===== src/rtl/pool_window_seq.sv =====
// Streaming max/avg pooling of 2**WIN_LOG2 signed elements; result registered 1 cycle after the last element.
// Result is held under output backpressure; only the window-closing element stalls while a result is held.
module pool_window_seq #(
  parameter int N        = 8,
  parameter int Q        = 4,
  parameter int WIN_LOG2 = 2
) (
  input  logic                clk,
  input  logic                rst_n,
  input  logic                ce,
  input  logic                mode,
  input  logic                clr,
  input  logic signed [N-1:0] in_data,
  input  logic                in_valid,
  output logic                in_ready,
  output logic signed [N-1:0] out_data,
  output logic                out_valid,
  input  logic                out_ready,
  output logic                busy
);

  localparam int AW = N + WIN_LOG2;
  localparam logic [WIN_LOG2-1:0] CNT_LAST = '1;
  localparam logic [WIN_LOG2-1:0] CNT_ONE  = WIN_LOG2'(1);

  if (WIN_LOG2 < 1 || WIN_LOG2 > 6 || Q < 0 || Q >= N) begin : g_bad_param
    $error("pool_window_seq: illegal WIN_LOG2 or Q");
  end

  logic [WIN_LOG2-1:0]  cnt;
  logic signed [AW-1:0] acc;
  logic signed [AW-1:0] ext;
  logic signed [AW-1:0] acc_nxt;
  logic signed [N-1:0]  avg_res;
  logic signed [N-1:0]  result;
  logic                 mode_q;
  logic                 mode_eff;
  logic                 first;
  logic                 last;
  logic                 take;
  logic                 done;

  assign first = (cnt == '0);
  assign last  = (cnt == CNT_LAST);
  assign busy  = !first;

  // Partial accumulation may proceed while a result is held; only the closing element would overwrite it.
  assign in_ready = !last || !out_valid || out_ready;
  assign take     = ce && !clr && in_valid && in_ready;
  assign done     = take && last;

  assign mode_eff = first ? mode : mode_q;
  assign ext      = {{WIN_LOG2{in_data[N-1]}}, in_data};

  always_comb begin
    acc_nxt = ext;
    if (!first) begin
      if (mode_eff) acc_nxt = (ext > acc) ? ext : acc;
      else          acc_nxt = acc + ext;
    end
  end

  // Arithmetic shift floors toward -inf; the mean of N-bit values always fits back in N bits.
  assign avg_res = N'(acc_nxt >>> WIN_LOG2);
  assign result  = mode_eff ? acc_nxt[N-1:0] : avg_res;

  always_ff @(posedge clk or negedge rst_n) begin
    if (!rst_n) begin
      cnt       <= '0;
      acc       <= '0;
      mode_q    <= 1'b0;
      out_data  <= '0;
      out_valid <= 1'b0;
    end else if (ce) begin
      if (clr) begin
        cnt <= '0;
        acc <= '0;
      end else if (take) begin
        cnt <= cnt + CNT_ONE;
        acc <= acc_nxt;
        if (first) mode_q <= mode;
      end
      if (done) begin
        out_data  <= result;
        out_valid <= 1'b1;
      end else if (out_ready) begin
        out_valid <= 1'b0;
      end
    end
  end

endmodule


===== config.mk =====
export PLATFORM = sky130hd
export DESIGN_NAME = pool_window_seq
export DESIGN_NICKNAME = d
export VERILOG_FILES = /design/src/rtl/pool_window_seq.sv
export SDC_FILE = /design/constraint.sdc
export NUM_CORES = 1
export LEC_CHECK = 0
export ABC_AREA = 1
export BUFFER_PORTS_ARGS = -buffer_cell sky130_fd_sc_hd__buf_4
export CAP_MARGIN = 25
export CELL_PAD_IN_SITES_DETAIL_PLACEMENT = 1
export CELL_PAD_IN_SITES_GLOBAL_PLACEMENT = 2
export CORE_AREA = 5 5 83 85
export CTS_CLUSTER_DIAMETER = 30
export DETAILED_ROUTE_END_ITERATION = 6
export DIE_AREA = 0 0 88 90
export GPL_TIMING_DRIVEN = 0
export PLACE_DENSITY_LB_ADDON = 0.1
export SYNTH_ARGS = -nofsm -noshare
export SYNTH_HDL_FRONTEND = slang
export SYNTH_SLANG_ARGS = --single-unit

===== constraint.sdc =====
create_clock -name clk -period 3.8 [get_ports clk]
set_clock_uncertainty 0.2 [all_clocks]
set_input_delay 0.76 -clock clk [delete_from_list [all_inputs] [get_ports clk]]
set_output_delay 0.76 -clock clk [all_outputs]
set_load 0.01 [all_outputs]

* Word-level counts from Yosys, hierarchy flattened *
Index checks and enable logic that the tools add are counted.

word-level totals
  register bits = 22
  input port bits = 15
  output and inout port bits = 11

cells by class
  add/subtract/negate cells = 2
  magnitude comparators = 1
  equality and inequality tests = 1
  mux-type cells = 11
  bitwise logic cells = 1
  reduce and logical (&&, ||, !) cells = 17

operators with widths
  cell                                                            number
  10-bit 2-to-1 mux                                               5
  10-bit by 8-bit adder with 10-bit output                        1
  8-bit by 10-bit > comparator with 1-bit output                  1
  8-bit 2-to-1 mux                                                1
  2-bit AND reduction                                             3
  1-bit logical AND                                               4
  1-bit zero test                                                 4
  2-bit 2-to-1 mux                                                2
  2-bit nonzero test                                              2
  1-bit 2-to-1 mux                                                3
  3-bit AND reduction                                             1
  2-bit by 1-bit adder with 2-bit output (second input constant)  1
  2-bit equality test (second input constant)                     1
  2-bit zero test                                                 1
  1-bit logical OR                                                2
  1-bit NOT                                                       1

* Logic depth before layout (Yosys ltp) *
Gate-level depths: netlist of the first run.

  depth after elaboration = 8
  mapped depth = 19
  mapped depth without buffers = 18

* Worst setup path after synthesis of the first run *
OpenSTA, ideal clock, no wires.

  kind = input to register
  start point = input port in_data[7]
  end point = register out_data[7]
  setup time = 118 ps
  arrival = 2232 ps
  required time = 3482 ps
  path slack = 1250 ps
  stages = 16
  buffers on the path = 1
  cells stage by stage = ha_1 > nand2_2 > inv_1 > a21oi_2 > nand3_1 > nand2_1 > nand3_2 > buf_6 > nand2_1 > nand2_1 > nand2_1 > nand2_1 > nand2_1 > nand3_1 > nand3_1 > nand2_1

between the ends
  word-level cells in the longest chain between the ends = 5

ends and longest elaborated chain
  item                                            line  RTL
  start: declaration                              13    input logic signed [N-1:0] in_data,
  8-bit by 10-bit > comparator with 1-bit output  58    if (mode_eff) acc_nxt = (ext > acc) ? ext : acc;
  10-bit 2-to-1 mux (2 in a row)                  58
  10-bit 2-to-1 mux (*)                           57    if (!first) begin
  8-bit 2-to-1 mux (*)                            65    assign result = mode_eff ? acc_nxt[N-1:0] : avg_res;
  end signal: assignment                          84    out_data <= result;
  end: declaration                                16    output logic signed [N-1:0] out_data,

Every way passes the cells marked *; elsewhere a longest branch is shown, timed or not.
A chain may end at the register's enable or synchronous reset.

* Worst setup path after layout of the first run *
  start point = input port in_data[7]
  end point = register out_data[1]

between the ends
  word-level cells in the longest chain between the ends = 5

ends and longest elaborated chain
  item                                            line
  8-bit by 10-bit > comparator with 1-bit output  58
  10-bit 2-to-1 mux (2 in a row)                  58
  10-bit 2-to-1 mux                               57
  8-bit 2-to-1 mux                                65

No other way between the ends.

==> results of run 1 <==
==> cells in the final DEF (no fill, tap or decap), types with 2 or more instances in the layout <==
cell,n
nand2_1,104
nand3_1,49
inv_1,47
buf_4,25
dfrtp_1,22
ha_1,21
o21ai_0,16
a21oi_1,12
nor2_1,6
nand4_1,4
buf_2,3
clkbuf_1,3
o21ai_1,3
o22ai_1,3
clkbuf_8,3
nand2_2,2
nand3_2,2
==> metal layers <==
| layer | vias to the layer above | wire, um | global-route usage, % |
|---|---|---|---|
| met5 | - | 0 | 0 |
| li1 | 1048 | - | - |
| met3 | 2 | 123 | 1.37 |
| met1 | 906 | 3140 | 23.1 |
| met2 | 19 | 2740 | 26.9 |
| met4 | 0 | 31 | 3.45 |
==> per-stage QoR <==
step           instances  hold slack, ns
2_1_floorplan        308           0.253
3_3_place_gp         410           0.269
3_5_place_dp         410           0.272
4_1_cts              414           0.179
5_1_grt              414           0.189
6_report             414           0.178
==> area by class of cell <==
cell class,count,area [um2]
plain buffers,7,37.5
clock buffers,3,41.3
clock inverters,1,30.0
fillers,826,3770
inverters,48,180
multi-input cells,231,1240
flip-flops and latches,22,551
well taps,77,96.3
repair buffers,25,188
==> worst min path at each step <==
stage	from	endpoint	slack [ns]
2_1_floorplan	mode_q$_DFFE_PN0P_	mode_q$_DFFE_PN0P_	0.25
3_3_place_gp	out_data[1]$_DFFE_PN0P_	out_data[1]$_DFFE_PN0P_	0.27
3_5_place_dp	out_data[0]$_DFFE_PN0P_	out_data[0]$_DFFE_PN0P_	0.27
4_1_cts	rst_n	cnt[1]$_DFFE_PN0P_	0.18
5_1_grt	rst_n	out_data[1]$_DFFE_PN0P_	0.19
6_report	rst_n	out_data[1]$_DFFE_PN0P_	0.18
==> critical path, stage by stage <==
cell	delay, ns
buf_4	0.14
ha_1	0.40
nand2_2	0.11
nor2_4	0.16
nand4_2	0.25
nand3_2	0.22
buf_6	0.16
nor2_1	0.05
o21ai_1	0.22
nand3_1	0.13
nand2_1	0.09
nand2_1	0.05
nand2_1	0.07
==> registers in the layout (all words and copies together), names as in the netlist <==
signal / cells
out_valid: 1
out_data: 8
mode_q: 1
cnt: 2
acc: 10
==> logic make-up (layout without fill, tap and decap cells) <==
kind of cell | count (synthesis) | in the layout | share of synthesized area, %
AND/OR/NAND/NOR | 170 | 170 | 37.0
AO/OA/AOI/OAI | 38 | 38 | 10.3
adder cells (fa/ha/maj) | 22 | 22 | 14.1
XOR/XNOR | 1 | 1 | 0.436
buffers and inverters | 55 | 84 | 10.8
flip-flops | 22 | 22 | 27.4
==> power by group <==
part | internal [uW] | total [uW] | switching (uW)
clock network | 141 | 220 | 78.9
registers | 280 | 309 | 29.0
logic | 207 | 569 | 363
total | 627 | 1100 | 470
==> metrics.txt, run 1 <==
final core occ between 30% and 40%; Tot Pwr about 1100 uW; worst slew pin tran 0.503 ns; top cell type by total area after synthesis dfrtp_1; Worst Setup Start Kind input port; gate count of the mapped netlist 308; Routed WL 6.03 mm; final net count 375; Reg clk slew, reported paths approximately 0.090 ns; Final WS setup 0.993 ns; syn_nets roughly 350; period utilization between 70% and 80%; # DRC 0; Hold Path Class input port to async pin; Final ANT Viol Nets 0; sequential area share after synthesis between 20 and 30%; Via Count a little under 2000; Top-Level Pins 26; post_cts resized 0; first-pass GRT wire length between 10 and 15 mm; LEAKAGE between 0.001 and 0.0015 uW; CTS Sinks 22; syn avg cell area approximately 6.5 um2; port bufs 25; share of layout cells above drive strength 1 12.2%; initial antenna violation count 0; endpoints failing hold 0; Slew Limit Fails 0; Via density between 4 and 5; Critical Path AT ~2.8 ns; Post-CTS Hold Buffers 0; WS Path Type input port to register; Synth warnings 0; RR Endpoint out_data[1]$_DFFE_PN0P_; Cell Rows 29; largest net degree at the start of global routing 23; FF-to-FF path depth 13; worst vdd ir about 0.25 mV; Starting Density roughly 33%; PwrDens 464 nW/um2; 1st-pass router iterations 4; CTS tree built; synthesized flop and latch total 22; WP data required about 3.8 ns; worst-skew pair later-pin latency roughly 0.26 ns; GRT Overall Usage 16.4%; Place WS about 0.67 ns; Post-synth top flop dfrtp_1; Crit. Startpoint in_data[7]; Fmax around 0.36 GHz; vias in the first global route about 2200; asr flop ratio synth 100%; GPL Wtd Cong ~0.8; Max-Cap Viols 0; Worst slew margin 66.5%; CP Capture Point out_data[1]$_DFFE_PN0P_; CTS max path bufs 2; setup repair after global routing missed its margin no; Detailed Place HPWL 5.09 mm; Num CTS Buffers 3; Die Span X 88 um; CTS root buf clkbuf_8; core footprint between 6000 and 7000 um2; Post-CTS Setup Bufs 0; Post-synth EDFFs 0; total gr overflow 0; drt wl/cell 14.6 um; synth unique cells 26; Antenna diodes 0; Setup crit end kind register; Syn Std Cell Area around 2000 um2; Die ar. just under 8000 um2; status finished, final reports clean; reg2reg start acc[5]$_DFFE_PN0P_; Setup-failing EPs final 0; top post-synthesis cells by area dfrtp_1, nand2_1, ha_1; final worst path period need ~2.8 ns; H-tree Lvls 1; reg2reg setup slack 1.16 ns; Iter 0 DRT Violations 82; Post-DP Area 2290 um2; Fin Setup TNS 0 ns; post-synth top area share a little over a quarter; chip height 90 um; most numerous cell in the Yosys netlist nand2_1; P&R area growth vs syn 17.7%; worst-path fanout max 10; cell area after layout around 2400 um2; Post-synth top cells nand2_1, nand3_1, inv_1
Note: power is estimated with default switching activity, not from simulation.
==> run 2, diff against run 1 <==
--- a/config.mk
+++ b/config.mk
@@ -10,10 +10,10 @@
 export CAP_MARGIN = 25
 export CELL_PAD_IN_SITES_DETAIL_PLACEMENT = 1
 export CELL_PAD_IN_SITES_GLOBAL_PLACEMENT = 2
-export CORE_AREA = 5 5 83 85
+export CORE_AREA = 5 5 91 93
 export CTS_CLUSTER_DIAMETER = 30
 export DETAILED_ROUTE_END_ITERATION = 6
-export DIE_AREA = 0 0 88 90
+export DIE_AREA = 0 0 96 98
 export GPL_TIMING_DRIVEN = 0
 export PLACE_DENSITY_LB_ADDON = 0.1
 export SYNTH_ARGS = -nofsm -noshare
==> constraint.sdc (replaced) <==
create_clock -name clk -period 2.4 [get_ports clk]
set_clock_uncertainty 0.2 [all_clocks]
set_input_delay 0.48 -clock clk [delete_from_list [all_inputs] [get_ports clk]]
set_output_delay 0.48 -clock clk [all_outputs]
set_load 0.01 [all_outputs]
==> metrics.txt, run 2 (synthesis gave the netlist of run 1 again) <==
Setup-failing EPs final 0; CTS tree built; biggest regs acc (10), out_data (8), cnt (2); final worst path period need 2.38 ns; worst hold slack between 0.2 and 0.3 ns; CTS max path bufs 2; Max-Cap Viols 0; CP cell instances inv_2, ha_4, nand2_4, inv_2, a21oi_4, buf_6, nand4_1, nand3_4, buf_6, nand2_1, nand3_1, nand2_1, nand2_2, nand2_1, nand3_1, nand2_1; final net count about 400; P&R area growth vs syn 45.4%; gr busiest metal met2; multi-input logic area between 1500 and 2000 um2; Slew Limit Fails 0; CTS root buf clkbuf_8; worst-skew pair later-pin latency 0.26 ns; H-tree Lvls 1; Worst slew margin roughly 64%; worst vdd ir approximately 0.27 mV; Cell Rows 32; largest net degree at the start of global routing 23; WS Path Type register to register; worst slew pin tran 0.537 ns; Via Count 2166; PwrDens roughly 700 nW/um2; final core occ about two fifths; Hold Path Class register to register; Antenna diodes 0; drt wl/cell 15.3 um; Critical Path AT about 2.3 ns; Routed WL 7.10 mm; met3 Usage GRT around 1.5%; Fmax 0.420 GHz; GR Layer Usage met2 ~25%; most common cell after layout, fill and taps aside nand2_1; Via density approximately 4.7; Iter 0 DRT Violations a little over 60; CTS Sinks 22; total gr overflow 0; Crit-path slowest cell dfrtp_1; Detailed Place HPWL 5.28 mm; LEAKAGE 0.00151 uW; setup repair after global routing missed its margin yes; GPL Wtd Cong 0.767; Crit path buffers/inverters 4; Reg clk slew, reported paths ~0.090 ns; Worst Setup Start Kind register; # fillers ~960; port bufs 25; Die Span X roughly 96 um; Num CTS Buffers 3; Largest register FFs 10; commonest cells after routing, fill and taps aside nand2_1, buf_4, inv_1, nand3_1, dfrtp_1; GRT Overall Usage between 15 and 20%; Top-Level Pins 26; GR Util met1 about 22%; Setup crit end kind register; period utilization 99.3%; 1st-pass router iterations 4; most frequent CP cell nand2_1; Die ar. about 9400 um2; worst-path fanout max 5; core footprint roughly 7400 um2; CP top delay family simple AND/OR/NAND/NOR gates; endpoints failing hold 0; CP max stage delay roughly 0.4 ns; vias in the first global route between 2000 and 2500; chip height between 90 and 100 um; Top reg by flops acc; first-pass GRT wire length between 10 and 15 mm; Post-DP Area 2330 um2; initial antenna violation count 0; WP data required approximately 2.4 ns; # DRC 0; Reg area between 500 and 600 um2; Final ANT Viol Nets 0; Starting Density a little over a quarter; status finished, final reports clean; cell area after layout a little under 3000 um2; share of layout cells above drive strength 1 between 30 and 40%
-- run 2: timing repair --
item	4_1_cts	5_1_grt
hold buffers	1	0
endpoints found under the setup margin	18	18
cloned	1	0
pin swaps	9	21
hold endpoints to repair	22	0
setup buffers	7	15
resized for setup	36	49
-- run 2: path summary, 6_finish.rpt --
check | start | endpoint | slack (ns) | cells past startpoint
max in group asynchronous | rst_n | acc[5]$_DFFE_PN0P_ | 1.32 | 2
min in group asynchronous | rst_n | cnt[0]$_DFFE_PN0P_ | 0.44 | 2
setup / recovery | acc[9]$_DFFE_PN0P_ | out_data[4]$_DFFE_PN0P_ | 0.02 | 16
setup reg to reg | acc[9]$_DFFE_PN0P_ | out_data[4]$_DFFE_PN0P_ | 0.02 | 16
hold / removal | out_data[1]$_DFFE_PN0P_ | out_data[1]$_DFFE_PN0P_ | 0.29 | 2
hold reg to reg | out_data[1]$_DFFE_PN0P_ | out_data[1]$_DFFE_PN0P_ | 0.29 | 2
-- run 2: power by group --
group / leakage [uW] / internal (uW) / switching, uW / total (uW)
Sequential: 0.000293 / 443 / 46.2 / 490
Clock: 0.0000288 / 146 / 133 / 279
Combinational: 0.00119 / 544 / 747 / 1290
Total: 0.00151 / 1130 / 926 / 2060
-- run 2: stage by stage --
step | total power (uW) | TNS [ns] | cells | setup WS (ns)
6_report | 2060 | 0 | 463 | 0.0177
5_1_grt | 2230 | -1.39 | 463 | -0.138
4_1_cts | 1880 | 0 | 448 | 0.000227
3_5_place_dp | 1420 | -7.92 | 435 | -0.523
3_3_place_gp | 1420 | -7.24 | 435 | -0.493
2_1_floorplan | 1110 | 0 | 308 | 0.130
-- run 2: worst register-to-register path, delay by kind of cell (launching register included) --
family | cells | cell delay [ns]
AOI/OAI and AO/OA | 1 | 0.18
adders and majority gates | 1 | 0.22
buffers and inverters | 4 | 0.40
DFF | 1 | 0.40
and+or+nand+nor | 10 | 0.89
-- run 2: cell type report --
class / instances / share of cell area, %
inverters: 48 / 6.29
flip-flops and latches: 22 / 18.8
clock buffers: 4 / 1.88
well taps: 102 / 4.37
repair buffers: 49 / 13.5
plain buffers: 7 / 1.93
multi-input cells: 231 / 53.2
-- run 2: layer usage --
layer	part of all wire, %	routed length [um]
met4	0.42	30
met3	2.0	141
met1	50	3540
met2	48	3390
met5	0	0
